### src/rtl/cache_line_fill_engine.sv
// cache_line_fill_engine: owns the AXI read channel for cache line fills.
// Takes one miss at a time, issues a single AR burst for the whole line,
// forwards each R beat to cache_4ways as a fill word, then reports done/error.
// Optional build macro CACHE_FILL_CRIT_WORD_FIRST_EN: WRAP burst starting at
// the missed word, so the critical word is filled first.
module cache_line_fill_engine #(
    parameter int         LINE_WORDS = 8,
    parameter logic [5:0] AXI_ID     = 6'h0
) (
    input  logic        cclk,
    input  logic        cresetn,
    input  logic        miss_valid,
    output logic        miss_ready,
    input  logic [31:0] miss_addr,
    output logic        cm_arvalid,
    input  logic        cm_arready,
    output logic [5:0]  cm_arid,
    output logic [31:0] cm_araddr,
    output logic [3:0]  cm_arlen,
    output logic [2:0]  cm_arsize,
    output logic [1:0]  cm_arburst,
    input  logic        mc_rvalid,
    output logic        mc_rready,
    input  logic [31:0] mc_rdata,
    input  logic [5:0]  mc_rid,
    input  logic [1:0]  mc_rresp,
    input  logic        mc_rlast,
    output logic        fill_valid,
    input  logic        fill_ready,
    output logic [1:0]  fill_op,
    output logic [31:0] fill_addr,
    output logic [31:0] fill_data,
    output logic        fill_last,
    output logic        done_valid,
    output logic        done_err
);

    localparam int                BEAT_W    = $clog2(LINE_WORDS);
    localparam int                OFF_W     = $clog2(LINE_WORDS * 4);
    localparam logic [31:0]       LINE_MASK = ~((32'd1 << OFF_W) - 32'd1);
    localparam logic [BEAT_W-1:0] LAST_BEAT = BEAT_W'(LINE_WORDS - 1);

    typedef enum logic [1:0] {S_IDLE, S_AR, S_DATA, S_DONE} state_e;

    state_e              state_q, state_d;
    logic [31:0]         araddr_q, araddr_d;
    logic [3:0]          arlen_q, arlen_d;
    logic [BEAT_W-1:0]   beat_q, beat_d;       // word index within the line
    logic [BEAT_W-1:0]   cnt_q, cnt_d;         // beats received in this burst
    logic                err_q, err_d;
    logic                fill_valid_q, fill_valid_d;
    logic                fill_last_q, fill_last_d;
    logic [31:0]         fill_addr_q, fill_addr_d;
    logic [31:0]         fill_data_q, fill_data_d;
    logic                last_loaded_q, last_loaded_d;  // final forwarded word captured
    logic                need_rlast_q, need_rlast_d;    // dropping beats until rlast

    logic                rready;
    logic                final_beat;
    logic                beat_err;
    logic [31:0]         line_base;

    // Next-state, handshakes and output-register loads
    always_comb begin
        state_d       = state_q;
        araddr_d      = araddr_q;
        arlen_d       = arlen_q;
        beat_d        = beat_q;
        cnt_d         = cnt_q;
        err_d         = err_q;
        fill_valid_d  = fill_valid_q;
        fill_last_d   = fill_last_q;
        fill_addr_d   = fill_addr_q;
        fill_data_d   = fill_data_q;
        last_loaded_d = last_loaded_q;
        need_rlast_d  = need_rlast_q;
        rready        = 1'b0;

        line_base  = araddr_q & LINE_MASK;
        final_beat = (cnt_q == LAST_BEAT) || mc_rlast;
        beat_err   = (mc_rresp != 2'b00) || (mc_rid != AXI_ID) ||
                     (mc_rlast && (cnt_q != LAST_BEAT)) ||
                     (!mc_rlast && (cnt_q == LAST_BEAT));

        unique case (state_q)
            S_IDLE: begin
                if (miss_valid) begin
`ifdef CACHE_FILL_CRIT_WORD_FIRST_EN
                    araddr_d = {miss_addr[31:2], 2'b00};
`else
                    araddr_d = miss_addr & LINE_MASK;
`endif
                    arlen_d  = 4'(LINE_WORDS - 1);
                    state_d  = S_AR;
                end
            end
            S_AR: begin
                if (cm_arready) begin
                    state_d       = S_DATA;
                    cnt_d         = '0;
                    err_d         = 1'b0;
                    last_loaded_d = 1'b0;
                    need_rlast_d  = 1'b0;
`ifdef CACHE_FILL_CRIT_WORD_FIRST_EN
                    beat_d        = araddr_q[OFF_W-1:2];
`else
                    beat_d        = '0;
`endif
                end
            end
            S_DATA: begin
                // Before the final word we accept only when the output slot
                // frees up; afterwards only to swallow surplus beats.
                if (!last_loaded_q) begin
                    rready = !fill_valid_q || fill_ready;
                end else begin
                    rready = need_rlast_q;
                end

                if (fill_valid_q && fill_ready) begin
                    fill_valid_d = 1'b0;
                    fill_last_d  = 1'b0;
                end

                if (rready && mc_rvalid) begin
                    if (!last_loaded_q) begin
                        fill_valid_d  = 1'b1;
                        fill_data_d   = mc_rdata;
                        fill_addr_d   = line_base + (32'(beat_q) << 2);
                        fill_last_d   = final_beat;
                        last_loaded_d = final_beat;
                        need_rlast_d  = (cnt_q == LAST_BEAT) && !mc_rlast;
                        err_d         = err_q || beat_err;
                        beat_d        = beat_q + BEAT_W'(1);
                        cnt_d         = cnt_q + BEAT_W'(1);
                    end else if (mc_rlast) begin
                        need_rlast_d  = 1'b0;
                    end
                end

                if (last_loaded_q && (!fill_valid_q || fill_ready) &&
                    (!need_rlast_q || (mc_rvalid && mc_rlast))) begin
                    state_d = S_DONE;
                end
            end
            S_DONE: begin
                state_d = S_IDLE;
            end
            default: begin
                state_d = S_IDLE;
            end
        endcase
    end

    // State and datapath registers, cleared asynchronously
    always_ff @(posedge cclk or negedge cresetn) begin
        if (!cresetn) begin
            state_q       <= S_IDLE;
            araddr_q      <= '0;
            arlen_q       <= '0;
            beat_q        <= '0;
            cnt_q         <= '0;
            err_q         <= 1'b0;
            fill_valid_q  <= 1'b0;
            fill_last_q   <= 1'b0;
            fill_addr_q   <= '0;
            fill_data_q   <= '0;
            last_loaded_q <= 1'b0;
            need_rlast_q  <= 1'b0;
        end else begin
            state_q       <= state_d;
            araddr_q      <= araddr_d;
            arlen_q       <= arlen_d;
            beat_q        <= beat_d;
            cnt_q         <= cnt_d;
            err_q         <= err_d;
            fill_valid_q  <= fill_valid_d;
            fill_last_q   <= fill_last_d;
            fill_addr_q   <= fill_addr_d;
            fill_data_q   <= fill_data_d;
            last_loaded_q <= last_loaded_d;
            need_rlast_q  <= need_rlast_d;
        end
    end

    assign miss_ready = (state_q == S_IDLE);
    assign cm_arvalid = (state_q == S_AR);
    assign cm_arid    = AXI_ID;
    assign cm_araddr  = araddr_q;
    assign cm_arlen   = arlen_q;
    assign cm_arsize  = 3'b010;
`ifdef CACHE_FILL_CRIT_WORD_FIRST_EN
    assign cm_arburst = 2'b10;
`else
    assign cm_arburst = 2'b01;
`endif
    assign mc_rready  = rready;
    assign fill_valid = fill_valid_q;
    assign fill_op    = 2'b11;
    assign fill_addr  = fill_addr_q;
    assign fill_data  = fill_data_q;
    assign fill_last  = fill_last_q;
    assign done_valid = (state_q == S_DONE);
    assign done_err   = (state_q == S_DONE) && err_q;

endmodule

### config.mk
export PLATFORM = sky130hd
export DESIGN_NAME = cache_line_fill_engine
export DESIGN_NICKNAME = d
export VERILOG_FILES = /design/src/rtl/cache_line_fill_engine.sv
export SDC_FILE = /design/constraint.sdc
export NUM_CORES = 1
export LEC_CHECK = 0
export BUFFER_PORTS_ARGS = -buffer_cell sky130_fd_sc_hd__buf_2
export CORE_MARGIN = 3
export CORE_UTILIZATION = 45
export CTS_BUF_LIST = sky130_fd_sc_hd__clkbuf_8
export DETAILED_ROUTE_END_ITERATION = 10
export PLACE_DENSITY = 0.81
export SLEW_MARGIN = 5
export SYNTH_ARGS = -nofsm -noshare
export SYNTH_HDL_FRONTEND = slang
export SYNTH_SLANG_ARGS = --single-unit
### constraint.sdc
create_clock -name cclk -period 2.32 [get_ports cclk]
set_input_delay 0.232 -clock cclk [delete_from_list [all_inputs] [get_ports cclk]]
set_output_delay 0.232 -clock cclk [all_outputs]
set_load 0.005 [all_outputs]
======== After elaboration in Yosys (flattened, before gate mapping) ========
Index checks and enable logic that the tools add are counted.
storage, ports and cells
  register bits ........................... 105
  input port bits ......................... 79
operators by class
  $add $sub $neg .......................... 3
  equal/unequal tests ..................... 11
  mux-type cells .......................... 31
  bitwise logic cells ..................... 1
  reductions and logical operators ........ 28
operator list
  cell                   number
  $add A32 B5 Y32        1
  $mux W1                17
  $mux W3                5
  $pmux W3 S2            2
  $reduce_and A3 Y1      3
  $logic_and A1 B1 Y1    8
  $ne A2 B2 Y1 const B   4
  $pmux W2 S4            1
  $reduce_and A4 Y1      2
  $logic_or A1 B1 Y1     7
  $add A3 B1 Y3 const B  2
  $mux W2                3
  $ne A3 B3 Y1 const B   2
  $pmux W1 S2            3
  $reduce_bool A6 Y1     1
  $eq A2 B2 Y1 const B   2
  $reduce_bool A2 Y1     2
  $eq A3 B3 Y1 const B   1
  $logic_not A1 Y1       3
  $eq A2 B1 Y1 const B   1
  $logic_not A2 Y1       1
  $ne A2 B1 Y1 const B   1
  $reduce_and A2 Y1      1
  $not A1 Y1             1

======== Logic depth before layout (Yosys ltp) ========
Gate-level depths: netlist of the first run.
  word-level depth ........................ 8
  gate-level depth with buffers ........... 7

======== Least setup slack after synthesis of the first run ========
No wires, ideal clock.
  path type ............................... register to register
  start point ............................. register state_q[1]
  end point ............................... register beat_q[0]
  arrival ................................. 1.598 ns
  data required time ...................... 2.191 ns
  setup slack ............................. 0.593 ns
  stages on the path, launching flop included .. 7
  buffers on the path ..................... 0
  path through ............................ dfrtp_1 inv_1 ha_1 mux2i_4 and4bb_2 a21oi_1 o22ai_1
between the ends
  word-level cells in the longest chain between the ends .. 3
  elaborated cells on any way between the ends .. 8
  those cells by class .................... eq/ne (5); mux (1); reduce/logical (2)
RTL lines
  element                                                                     RTL line  text
  start, declared                                                             45        state_e state_q, state_d;
  start signal, assigned                                                      171       state_q <= state_d;
  $eq A2 B1 Y1 *                                                              -
  named net cm_arvalid                                                        15        output logic cm_arvalid,
  $ne A2 B1 Y1 (no source line) / $reduce_bool A2 Y1 (equally long branches)  -
  $reduce_and A4 Y1 (no source line)                                          -
  end signal, assigned                                                        174       beat_q <= beat_d;
  end, declared                                                               48        logic [BEAT_W-1:0] beat_q, beat_d;
The timed path passes the listed nets; every way through them passes the cells marked *.
A chain may end at the register's enable or synchronous reset.

======== Worst setup path in the final report of the first run ========
  start point ............................. register state_q[0]
  end point ............................... output mc_rready
between the ends
  word-level cells in the longest chain between the ends .. 2
RTL lines
  element        RTL line  text
  $eq A2 B2 Y1   85        unique case (state_q)
  $mux W1        85
  end, declared  23        output logic mc_rready,
No other way between the ends.

==> summary.txt, run 1 <==
Global routing
  • Overflow after GRT: 0
  • Largest net degree at the start of global routing: 104
  • First-pass GRT wire length: roughly 15000 um
  • Vias in the first global route: 3113
  • GRT Util Overall: 16.8%
  • Initial antenna violation count: 0

STA
  • Final setup skew: roughly 0.013 ns
  • Hold slack: 0.0876 ns
  • Count of final setup violators: 0
  • Fmax: 469 MHz
  • Final-report max-slew violation count: 0
  • Worst setup margin: about 0.19 ns
  • Setup TNS: 0 ns
  • RSZ-0062 raised after global routing: no
  • Final worst-path cycle share: between 90% and 100%
  • Normalized max-slew margin: ~64%
  • Minimum clock period: between 2 and 2.5 ns
  • Slew @ Worst Pin: 0.539 ns
  • Fin. Hold Viols: 0

Power and ir drop
  • Combinational Power Share: 38.6%
  • LEAKAGE: around 2.8 nW
  • Switching pwr: around 2.3 mW
  • Int Pwr: between 4 and 5 mW
  • Clock group share of total power: 17.1%
  • PwrDens: around 1300 nW/um2
  • Flop pwr share: 44.3%
  • Sw frac: a little under a third
  • Worst VDD drop: 0.000648 V

Drt
  • Met3 wire length: a little under 800 um
  • Met1 WL: 3520 um
  • DR iter-0 viols: 57
  • Vias per cell: 4.78
  • Post-DRT Antenna Nets: 0
  • Drt total wl: 9060 um
  • Residual DRC: 0
  • First drt pass iteration count: 4
  • Routed via count: 2932
  • Routed length per instance: 14.8 um
  • Met2 Wirelength: 4650 um
  • Top sig layer: met4

Critical path
  • Cells on worst reg2reg path: 6
  • Critical Path Sink Type: output pin
  • Critical path data required time: 2.09 ns
  • Nature of the critical path startpoint: flop
  • Setup CP Type: flop to output pin
  • Worst endpoint data arrival time: around 1.9 ns
  • Critical path peak fanout: 10

Logic synthesis
  • Mean post-synth cell area: approximately 14 um2
  • Post-Synth XOR/XNOR Area: 0.201%
  • Ys Warns: 0
  • Post-synthesis cell type count: 35
  • Synth top area share: about three fifths
  • Main combinational cell family by area after synthesis: multiplexers
  • Post-synthesis compound-gate area fraction: 4.00%
  • Post-synthesis mux area share: 24.0%
  • Synthesized area: 4350 um2
  • Largest cells by area after synthesis: dfrtp_1, mux2_2, buf_4, ha_1, mux2_1
  • Cells after Synth: between 300 and 400
  • Area leader, netlist: dfrtp_1
  • Seq/Total Area, Yosys: 59.3%
  • Synthesized flop and latch total: 103
  • Post-Synth Adder-Cell Area: around 2.0%
  • Synth Area in Simple Gates: 3.94%

Placement
  • Port-buffer cells: around 170
  • Final HPWL DP: 6580 um
  • Post-Place Setup Slack: ~0.38 ns
  • GPL Wtd Cong: ~0.79

Clock tree
  • CTS max path bufs: 2
  • CTS tree: done
  • CTS root buf: clkbuf_8
  • Resized cells post-CTS: 0
  • Clk pin slew, worst setup/hold paths: 0.10 ns
  • Cts bufs inserted: 9
  • Num Clock Sinks: around 100
  • Clk_lat worst skew: 0.35 ns
  • H-Tree Depth: 3

Floorplanning
  • Ports: 199
  • Die Span Y: between 100 and 150 um
  • Initial Util: 46.6%
  • Die span in x: 104 um
  • Die ar.: 10900 um2
  • FP Rows: 35
  • CORE AREA: 9330 um2

Cells and area
  • Diodes inserted: 0
  • Fill cells: 795
  • FF+latch area: 2580 um2
  • Nets: 566
  • Synthesis-to-layout area growth: 25.9%
  • Share of layout cells above drive strength 1: 58.1%
  • Multi-input gate area: 1570 um2

Min path
  • Hold Path Class: input pin to flop
  • Hold depth: 2

Job
  • Max Cap Violations: 0

Status
  • Status: complete, no violations
==> flip-flops by register name (all words and copies together) (netlist names) <==
register and flops:
fill_data 32, fill_addr 30, cm_araddr 27, beat_q 3, cnt_q 3, state_q 2
cm_arlen 1, err_q 1, fill_last 1, fill_valid 1, last_loaded_q 1, need_rlast_q 1
==> worst paths after layout <==
| check | from | end | slack (ns) |
|---|---|---|---|
| setup / recovery | state_q[0] | mc_rready | 0.19 |
| hold / removal | mc_rdata[17] | fill_data[17] | 0.09 |
| setup reg to reg | state_q[0] | beat_q[1] | 0.38 |
| hold reg to reg | fill_addr[2] | fill_addr[2] | 0.50 |
| max in group asynchronous | cresetn | fill_addr[19] | 1.44 |
| min in group asynchronous | cresetn | err_q | 0.47 |
==> power groups by stage <==
stage	clock network, mW	registers (mW)	logic [mW]
3_5_place_dp	0	3.18	2.79
3_3_place_gp	0	3.11	2.69
5_1_grt	1.32	3.27	3.01
2_1_floorplan	0	3.21	1.49
4_1_cts	1.26	3.15	2.80
6_report	1.21	3.14	2.73
==> synthesized netlist by cell type <==
cell,n
o22ai_1,3
a21bo_2,1
conb_1,2
nand3_4,1
and2_1,1
mux2_2,84
or2_2,1
a22o_1,1
a21oi_1,8
o21ai_0,6
buf_2,3
nand2_1,9
ha_1,7
nor2_1,7
a31oi_1,1
nor2b_1,1
a22oi_1,3
buf_4,30
nor3_1,1
mux2_1,5
and4bb_2,1
dfrtp_1,103
and2b_2,1
a221o_1,1
nor4b_1,1
mux2i_1,2
mux2i_4,1
nor4_1,2
a41oi_1,1
nand2b_1,2
inv_1,10
nand3_1,3
a2111o_1,1
xnor2_1,1
o21a_1,1
==> critical path, stage by stage, from the launching register on <==
cell     delay, ns
dfrtp_1       0.41
inv_1         0.11
ha_1          0.46
inv_1         0.27
nor2_1        0.17
buf_2         0.13
==> metrics by stage <==
stage                     total power [mW]  instance area, um2  util [%]  std cells
after floorplan                       4.71                4420         -        325
after global placement                5.80                5250      56.3        597
after detailed placement              5.97                5250      56.3        597
after CTS                             7.21                5470      58.7        613
after global routing                  7.61                5470      58.7        613
final                                 7.08                5470      58.7        613
==> cell type report <==
class,count,area share [%]
Timing Repair Buffer,177,16.7
Clock inverter,6,1.69
Multi-Input combinational cell,179,28.6
Sequential cell,103,47.1
Clock buffer,9,2.26
Inverter,10,0.686
Tap cell,129,2.95
==> per-layer routing <==
metal	track usage, %	vias to the layer above
li1	-	1367
met1	20.3	1437
met2	28.2	119
met3	6.33	9
met4	4.46	0
met5	0	-
==> layout by cell type, fill, tap and decap left out, drive strengths merged, types with 2 or more instances in the layout <==
master / instances
a21oi: 8
a22oi: 3
buf: 176
bufinv: 2
clkbuf: 9
clkinvlp: 2
conb: 21
dfrtp: 103
ha: 7
inv: 12
mux2: 89
mux2i: 3
nand2: 9
nand2b: 2
nand3: 4
nor2: 7
nor4: 2
o21ai: 6
o22ai: 3
==> what timing repair did <==
action | 4_1_cts | 5_1_grt
hold buffers | 1 | 0
setup buffers | 0 | 0
setup endpoints to repair | 0 | 0
endpoints found under the hold margin | 103 | 0
==> cell families after synthesis <==
group	after synthesis
mux	92
flops	103
other cells	2
compound gates	27
xor+xnor	1
fa+ha+maj	7
buf+inv	43
simple gates	31
(Power assumes the default switching activity.)
==> run 2, diff against run 1 <==
- REMOVE_ABC_BUFFERS: default -> 1
- clock period: 2.32 -> 2 ns (I/O delays scaled with it)
==> run 2 against run 1 <==
  * First-iteration DRC count grew to 2.8 times the previous value
  * Die area stayed put
  * Setup slack lost 0.071 ns
  * Worst hold slack worse by 0.034 ns
  * Via count up 0.68%
  * Wire length down 2.6%
  * Global-route usage down 0.41 points
  * Sequential share of layout area fell by 0.88 points
  * Non-clock buffer count up 4
==> summary.txt, run 2 (synthesis results as in run 1) <==
Drt
  • First drt pass iteration count: 4 (unchanged)
  • DR iter-0 viols: 158 (was 57)
  • Residual DRC: 0 (unchanged)
  • Routed length per instance: 14.3 um (was 14.8 um)
  • Drt total wl: 8820 um (was 9060 um)
  • Post-DRT Antenna Nets: 0 (unchanged)
  • Routed via count: 2952 (was 2932)
  • Vias per cell: 4.78 (about the same)

STA
  • Final setup skew: 0.0128 ns (was 0.0127 ns)
  • Hold slack: 0.0533 ns (was 0.0876 ns)
  • Fin. Hold Viols: 0 (unchanged)
  • Normalized max-slew margin: 64.4% (was 64.1%)
  • Final worst-path cycle share: 94.1%
  • Minimum clock period: 1.88 ns
  • Count of final setup violators: 0 (unchanged)
  • Setup TNS: 0 ns (unchanged)
  • Final-report max-slew violation count: 0 (unchanged)
  • Slew @ Worst Pin: 0.534 ns (was 0.539 ns)
  • Fmax: roughly 530 MHz
  • RSZ-0062 raised after global routing: yes (was no)

Critical path
  • Worst endpoint data arrival time: 1.68 ns (was 1.90 ns)
  • Setup CP Type: flop to output pin (unchanged)
  • Nature of the critical path startpoint: flop (unchanged)
  • RR Startpoint: state_q[1] (was state_q[0])
  • Critical path data required time: 1.80 ns (was 2.09 ns)
  • Critical path startpoint: state_q[0] (unchanged)
  • Critical path peak fanout: 9 (was 10)
  • Critical Path Sink Type: output pin (unchanged)

Floorplanning
  • Die Span Y: 104 um (unchanged)
  • FP Rows: 35 (unchanged)
  • Die ar.: 10900 um2 (unchanged)
  • CORE AREA: 9330 um2 (unchanged)
  • Initial Util: 46.6% (unchanged)
  • Die span in x: 104 um (unchanged)
  • Ports: 199 (unchanged)

Min path
  • Min-delay src: mc_rdata[17] (unchanged)
  • Hold Path Class: input pin to flop (unchanged)

Cells and area
  • Synthesis-to-layout area growth: 28.3% (was 25.9%)
  • Fill cells: 760 (was 795)
  • Diodes inserted: 0 (unchanged)
  • Most frequent cells in the layout: buf_2, dfrtp_1, mux2_2 (unchanged)
  • Nets: 570 (was 566)
  • Share of layout cells above drive strength 1: 58.8% (was 58.1%)
  • Most common cell after layout, fill and taps aside: buf_2 (unchanged)
  • Max FFs per register: 32 (unchanged)

Clock tree
  • Cts bufs inserted: 9 (unchanged)
  • CTS max path bufs: 2 (unchanged)
  • H-Tree Depth: 3 (unchanged)
  • Num Clock Sinks: 103 (unchanged)
  • CTS root buf: clkbuf_8 (unchanged)
  • Clk pin slew, worst setup/hold paths: 0.10 ns (about the same)
  • CTS tree: done (unchanged)
  • Clk_lat worst skew: 0.35 ns (about the same)

Global routing
  • GR Layer Usage met1: 18.6% (was 20.3%)
  • Met2 usage: 28.0% (was 28.2%)
  • Initial antenna violation count: 0 (unchanged)
  • Grt met3 use: 5.46% (was 6.33%)
  • Largest net degree at the start of global routing: 104 (unchanged)
  • GRT Util Overall: 16.4% (was 16.8%)
  • Overflow after GRT: 0 (unchanged)
  • Global route hottest layer: met2 (unchanged)
  • Vias in the first global route: 3105 (was 3113)
  • First-pass GRT wire length: 14600 um (was 14900 um)

Job
  • Max Cap Violations: 0 (unchanged)

Power and ir drop
  • Power Total: 8.43 mW (was 7.08 mW)
  • Worst VDD drop: 0.000678 V (was 0.000648 V)
  • LEAKAGE: 2.80 nW (was 2.75 nW)
  • PwrDens: 1510 nW/um2 (was 1290 nW/um2)

Placement
  • Final HPWL DP: 6520 um (was 6580 um)
  • GPL Wtd Cong: 0.847 (was 0.790)
  • Port-buffer cells: 172 (unchanged)

Status
  • Status: complete, no violations (unchanged)
==> run 2: final timing paths <==
check                                 to  slack [ns]  depth (start not counted)
setup reg to reg                cnt_q[1]        0.19                          6
hold / removal             fill_data[17]        0.05                          2
hold reg to reg            fill_addr[30]        0.50                          1
max in group asynchronous  fill_addr[17]        1.15                          3
setup / recovery               mc_rready        0.12                          6
min in group asynchronous      fill_last        0.43                          3
==> run 2: critical path, cell delays in order (launching register included) <==
cell	delay, ns
dfrtp_1	0.42
inv_1	0.14
ha_4	0.21
buf_4	0.16
inv_1	0.14
nor2_2	0.15
buf_2	0.12
==> run 2: per-stage QoR <==
step	utilization [%]	area (um2)	std cells	setup WS, ns
finish	59.8	5580	617	0.117
detailed placement	56.8	5300	599	0.110
global route	59.8	5580	617	-0.00535
CTS	59.5	5550	615	0.0339
floorplan	-	4180	292	-0.0432
global placement	56.8	5300	599	0.163
==> run 2: area by class of cell <==
class                           instances  area [um2]  area share, %
Inverter                               10        37.5          0.673
Clock buffer                            9         124           2.22
Sequential cell                       103        2580           46.2
Multi-Input combinational cell        179        1580           28.4
Tap cell                              129         161           2.89
Clock inverter                          6         111           2.00
Timing Repair Buffer                  181         983           17.6
==> run 2: power breakdown <==
group | internal [mW] | switching, mW
Clock | 0.825 | 0.677
Combinational | 1.91 | 1.39
Sequential | 3.09 | 0.546
Total | 5.82 | 2.61
==> run 2: what timing repair did <==
| action | in CTS | in global routing |
|---|---|---|
| gates resized for setup | 1 | 3 |
| hold endpoints to repair | 103 | 0 |
| buffers inserted | 0 | 2 |
| setup endpoints to repair | 1 | 6 |
| hold buffers | 1 | 0 |
==> run 2: per-layer routing <==
| metal | share of wire [%] | wire, um | vias up |
|---|---|---|---|
| met2 | 50 | 4400 | 127 |
| met4 | 1.9 | 171 | 0 |
| met3 | 8.6 | 756 | 17 |
| met1 | 40 | 3490 | 1433 |
| met5 | 0 | 0 | - |
| li1 | - | - | 1375 |
==> run 3, diff against run 2 <==
- ABC_AREA: default -> 1
==> run 3 against run 2 <==
  * Area after synthesis rose by 3.5%
  * Critical path type is now flop to flop
  * Global-route usage rose by 2.4 points
  * Critical path depth rose by 1
  * Synthesized cell count rose by 51%
  * Cell count rose by 24%
  * Total power fell by 2.5%
==> summary.txt, run 3 <==
Status
  • Status: complete, no violations (unchanged)

Cells and area
  • Synthesis-to-layout area growth: 23.2% (was 28.3%)
  • Fin cells: 762 (was 617)
  • Nets: 714 (was 570)
  • FF+latch area: 2580 um2 (unchanged)
  • Diodes inserted: 0 (unchanged)
  • Fin util: 58.6% (was 59.8%)
  • Most frequent cells in the layout: buf_2, nand2_1, dfrtp_1 (was buf_2, dfrtp_1, mux2_2)
  • Multi-input gate area: 1600 um2 (was 1580 um2)
  • Share of layout cells above drive strength 1: 36.2% (was 58.8%)
  • Fill cells: 830 (was 760)
  • Max FFs per register: 32 (unchanged)
  • Most common cell after layout, fill and taps aside: buf_2 (unchanged)

Placement
  • Post-Place Setup Slack: 0.215 ns (was 0.110 ns)
  • Placed cell count: 745 (was 599)
  • Port-buffer cells: 172 (unchanged)
  • Final HPWL DP: 7660 um (was 6520 um)
  • GPL Wtd Cong: 0.812 (was 0.847)

STA
  • Final worst-path cycle share: 90.7% (was 94.1%)
  • Fmax: 551 MHz (was 531 MHz)
  • RSZ-0062 raised after global routing: no (was yes)
  • Worst setup margin: 0.186 ns (was 0.117 ns)
  • Minimum clock period: 1.81 ns (was 1.88 ns)
  • Hold slack: 0.0680 ns (was 0.0533 ns)
  • Final setup skew: 0.0145 ns (was 0.0128 ns)
  • Count of final setup violators: 0 (unchanged)
  • Fin. Hold Viols: 0 (unchanged)
  • Final-report max-slew violation count: 0 (unchanged)

Floorplanning
  • CORE AREA: 9460 um2 (was 9330 um2)
  • Die Span Y: 106 um (was 104 um)
  • Die span in x: 106 um (was 104 um)
  • FP Rows: 35 (unchanged)
  • Die ar.: 11200 um2 (was 10900 um2)
  • Initial Util: 47.6% (was 46.6%)
  • Ports: 199 (unchanged)

Critical path
  • Setup CP Type: flop to flop (was flop to output pin)
  • Worst endpoint data arrival time: 2.08 ns (was 1.68 ns)
  • Critical path startpoint: state_q[0] (unchanged)
  • RR Startpoint: state_q[0] (was state_q[1])
  • Crit path to: cnt_q[1] (was mc_rready)
  • Critical Path Sink Type: flop (was output pin)
  • Cells on worst reg2reg path: 7 (was 6)
  • Worst R2R End: cnt_q[1] (unchanged)
  • Nature of the critical path startpoint: flop (unchanged)
  • Critical path peak fanout: 74 (was 9)
  • Critical path data required time: 2.27 ns (was 1.80 ns)
  • R2R Setup Slk: 0.19 ns (about the same)

Drt
  • Vias per cell: 4.84 (was 4.78)
  • Routed length per instance: 13.9 um (was 14.3 um)
  • Residual DRC: 0 (unchanged)
  • DR iter-0 viols: 179 (was 158)
  • First drt pass iteration count: 4 (unchanged)
  • Post-DRT Antenna Nets: 0 (unchanged)
  • Routed via count: 3689 (was 2952)
  • Drt total wl: 10600 um (was 8820 um)

Logic synthesis
  • Top-count cell post-synth: nand2_1 (was dfrtp_1)
  • Synth Area in Simple Gates: 23.0% (was 3.94%)
  • Synthesized flop and latch total: 103 (unchanged)
  • Ys flop type: dfrtp_1 (unchanged)
  • Post-synthesis compound-gate area fraction: 2.14% (was 4.00%)
  • Seq/Total Area, Yosys: 57.3% (was 59.3%)
  • Area leader, netlist: dfrtp_1 (unchanged)
  • Post-synthesis cell type count: 24 (was 35)
  • Top cells by count, synth: nand2_1, dfrtp_1, nand3_1 (was dfrtp_1, mux2_2, buf_4)
  • Post-synthesis mux area share: 6.76% (was 24.0%)
  • Main combinational cell family by area after synthesis: simple AND/OR/NAND/NOR gates (was multiplexers)
  • Ys Warns: 0 (unchanged)
  • Post-Synth XOR/XNOR Area: 0% (was 0.201%)
  • Cells after Synth: 463 (was 306)
  • Synthesized area: 4500 um2 (was 4350 um2)
  • Synth top area share: 57.3% (was 59.3%)
  • Largest cells by area after synthesis: dfrtp_1, nand2_1, nand3_1, mux2_2, buf_4 (was dfrtp_1, mux2_2, buf_4, ha_1, mux2_1)
  • Asr flop ratio synth: 100% (unchanged)
  • Mean post-synth cell area: 9.72 um2 (was 14.2 um2)
  • EDFF count, synth: 0 (unchanged)
  • Post-Synth Adder-Cell Area: 1.95% (was 2.01%)

Global routing
  • GRT Util Overall: 18.7% (was 16.4%)
  • First-pass GRT wire length: 17100 um (was 14600 um)
  • Initial antenna violation count: 0 (unchanged)
  • Largest net degree at the start of global routing: 75 (was 104)
  • Overflow after GRT: 0 (unchanged)
  • Vias in the first global route: 3582 (was 3105)

Clock tree
  • Post-CTS setup buffer count: 0 (unchanged)
  • Cts bufs inserted: 9 (unchanged)
  • Clk pin slew, worst setup/hold paths: 0.11 ns (was 0.10 ns)
  • H-Tree Depth: 3 (unchanged)
  • CTS max path bufs: 2 (unchanged)
  • Clk_lat worst skew: 0.36 ns (was 0.35 ns)
  • Resized cells post-CTS: 0 (was 1)
  • Num Clock Sinks: 103 (unchanged)
  • Post-CTS Hold Fix Bufs: 1 (unchanged)
  • CTS tree: done (unchanged)
  • CTS root buf: clkbuf_8 (unchanged)

Min path
  • Hold Path Class: input pin to flop (unchanged)

Power and ir drop
  • Worst VDD drop: 0.000904 V (was 0.000678 V)
  • LEAKAGE: 3.12 nW (was 2.80 nW)
  • Power Total: 8.23 mW (was 8.43 mW)
  • PwrDens: 1480 nW/um2 (was 1510 nW/um2)

Job
  • Max Cap Violations: 0 (unchanged)
==> run 3: per-layer routing <==
layer / wire (um) / share of wire, % / track usage (%) / up-vias
li1: - / - / - / 1776
met1: 4610 / 44 / 23.8 / 1732
met2: 4970 / 47 / 32.0 / 170
met3: 836 / 7.9 / 4.43 / 11
met4: 143 / 1.4 / 5.46 / 0
met5: 0 / 0 / 0 / -
==> run 3: worst min-delay path by stage <==
stage                  start  depth (start not counted)       endpoint
2_1_floorplan        cresetn                          0      beat_q[0]
3_3_place_gp         cresetn                          1     fill_valid
3_5_place_dp         cresetn                          1     fill_valid
4_1_cts        miss_addr[16]                          2  cm_araddr[16]
5_1_grt        miss_addr[16]                          2  cm_araddr[16]
6_report       miss_addr[23]                          2  cm_araddr[23]
==> run 3: logic make-up (layout without fill, tap and decap cells) <==
logic type / Yosys count / after routing
buf+inv: 61 / 212
simple gates: 245 / 245
other cells: 2 / 21
compound gates: 18 / 18
mux: 27 / 27
flops: 103 / 103
fa+ha+maj: 7 / 7
==> run 3: layout make-up <==
type	count	area share (%)
timing repair buffer	182	17.4
tap	129	2.91
sequential	103	46.5
multi-input combinational	318	28.9
clock buffer	10	2.48
clock inverter	6	0.835
inverter	14	0.948
==> run 3: stage by stage <==
step | area [um2] | TNS (ns)
after floorplan | 4230 | -60.29
after global placement | 5350 | 0
after detailed placement | 5350 | 0
after CTS | 5540 | 0
after global routing | 5540 | 0
final | 5540 | 0
==> run 3: power by group <==
part | leakage, nW | internal [mW] | total, mW | switching, mW
Combinational | 1.74 | 1.49 | 3.39 | 1.89
Sequential | 1.28 | 3.02 | 3.63 | 0.614
Clock | 0.0943 | 0.494 | 1.20 | 0.710
Total | 3.12 | 5.01 | 8.23 | 3.22
==> run 3: worst max-delay path, stage by stage, from the launching register on <==
cell     delay [ns]
dfrtp_1        0.42
inv_1          0.10
ha_2           0.21
buf_12         0.31
nand2_1        0.18
nand3_1        0.33
nand2_1        0.08
o21ai_1        0.10
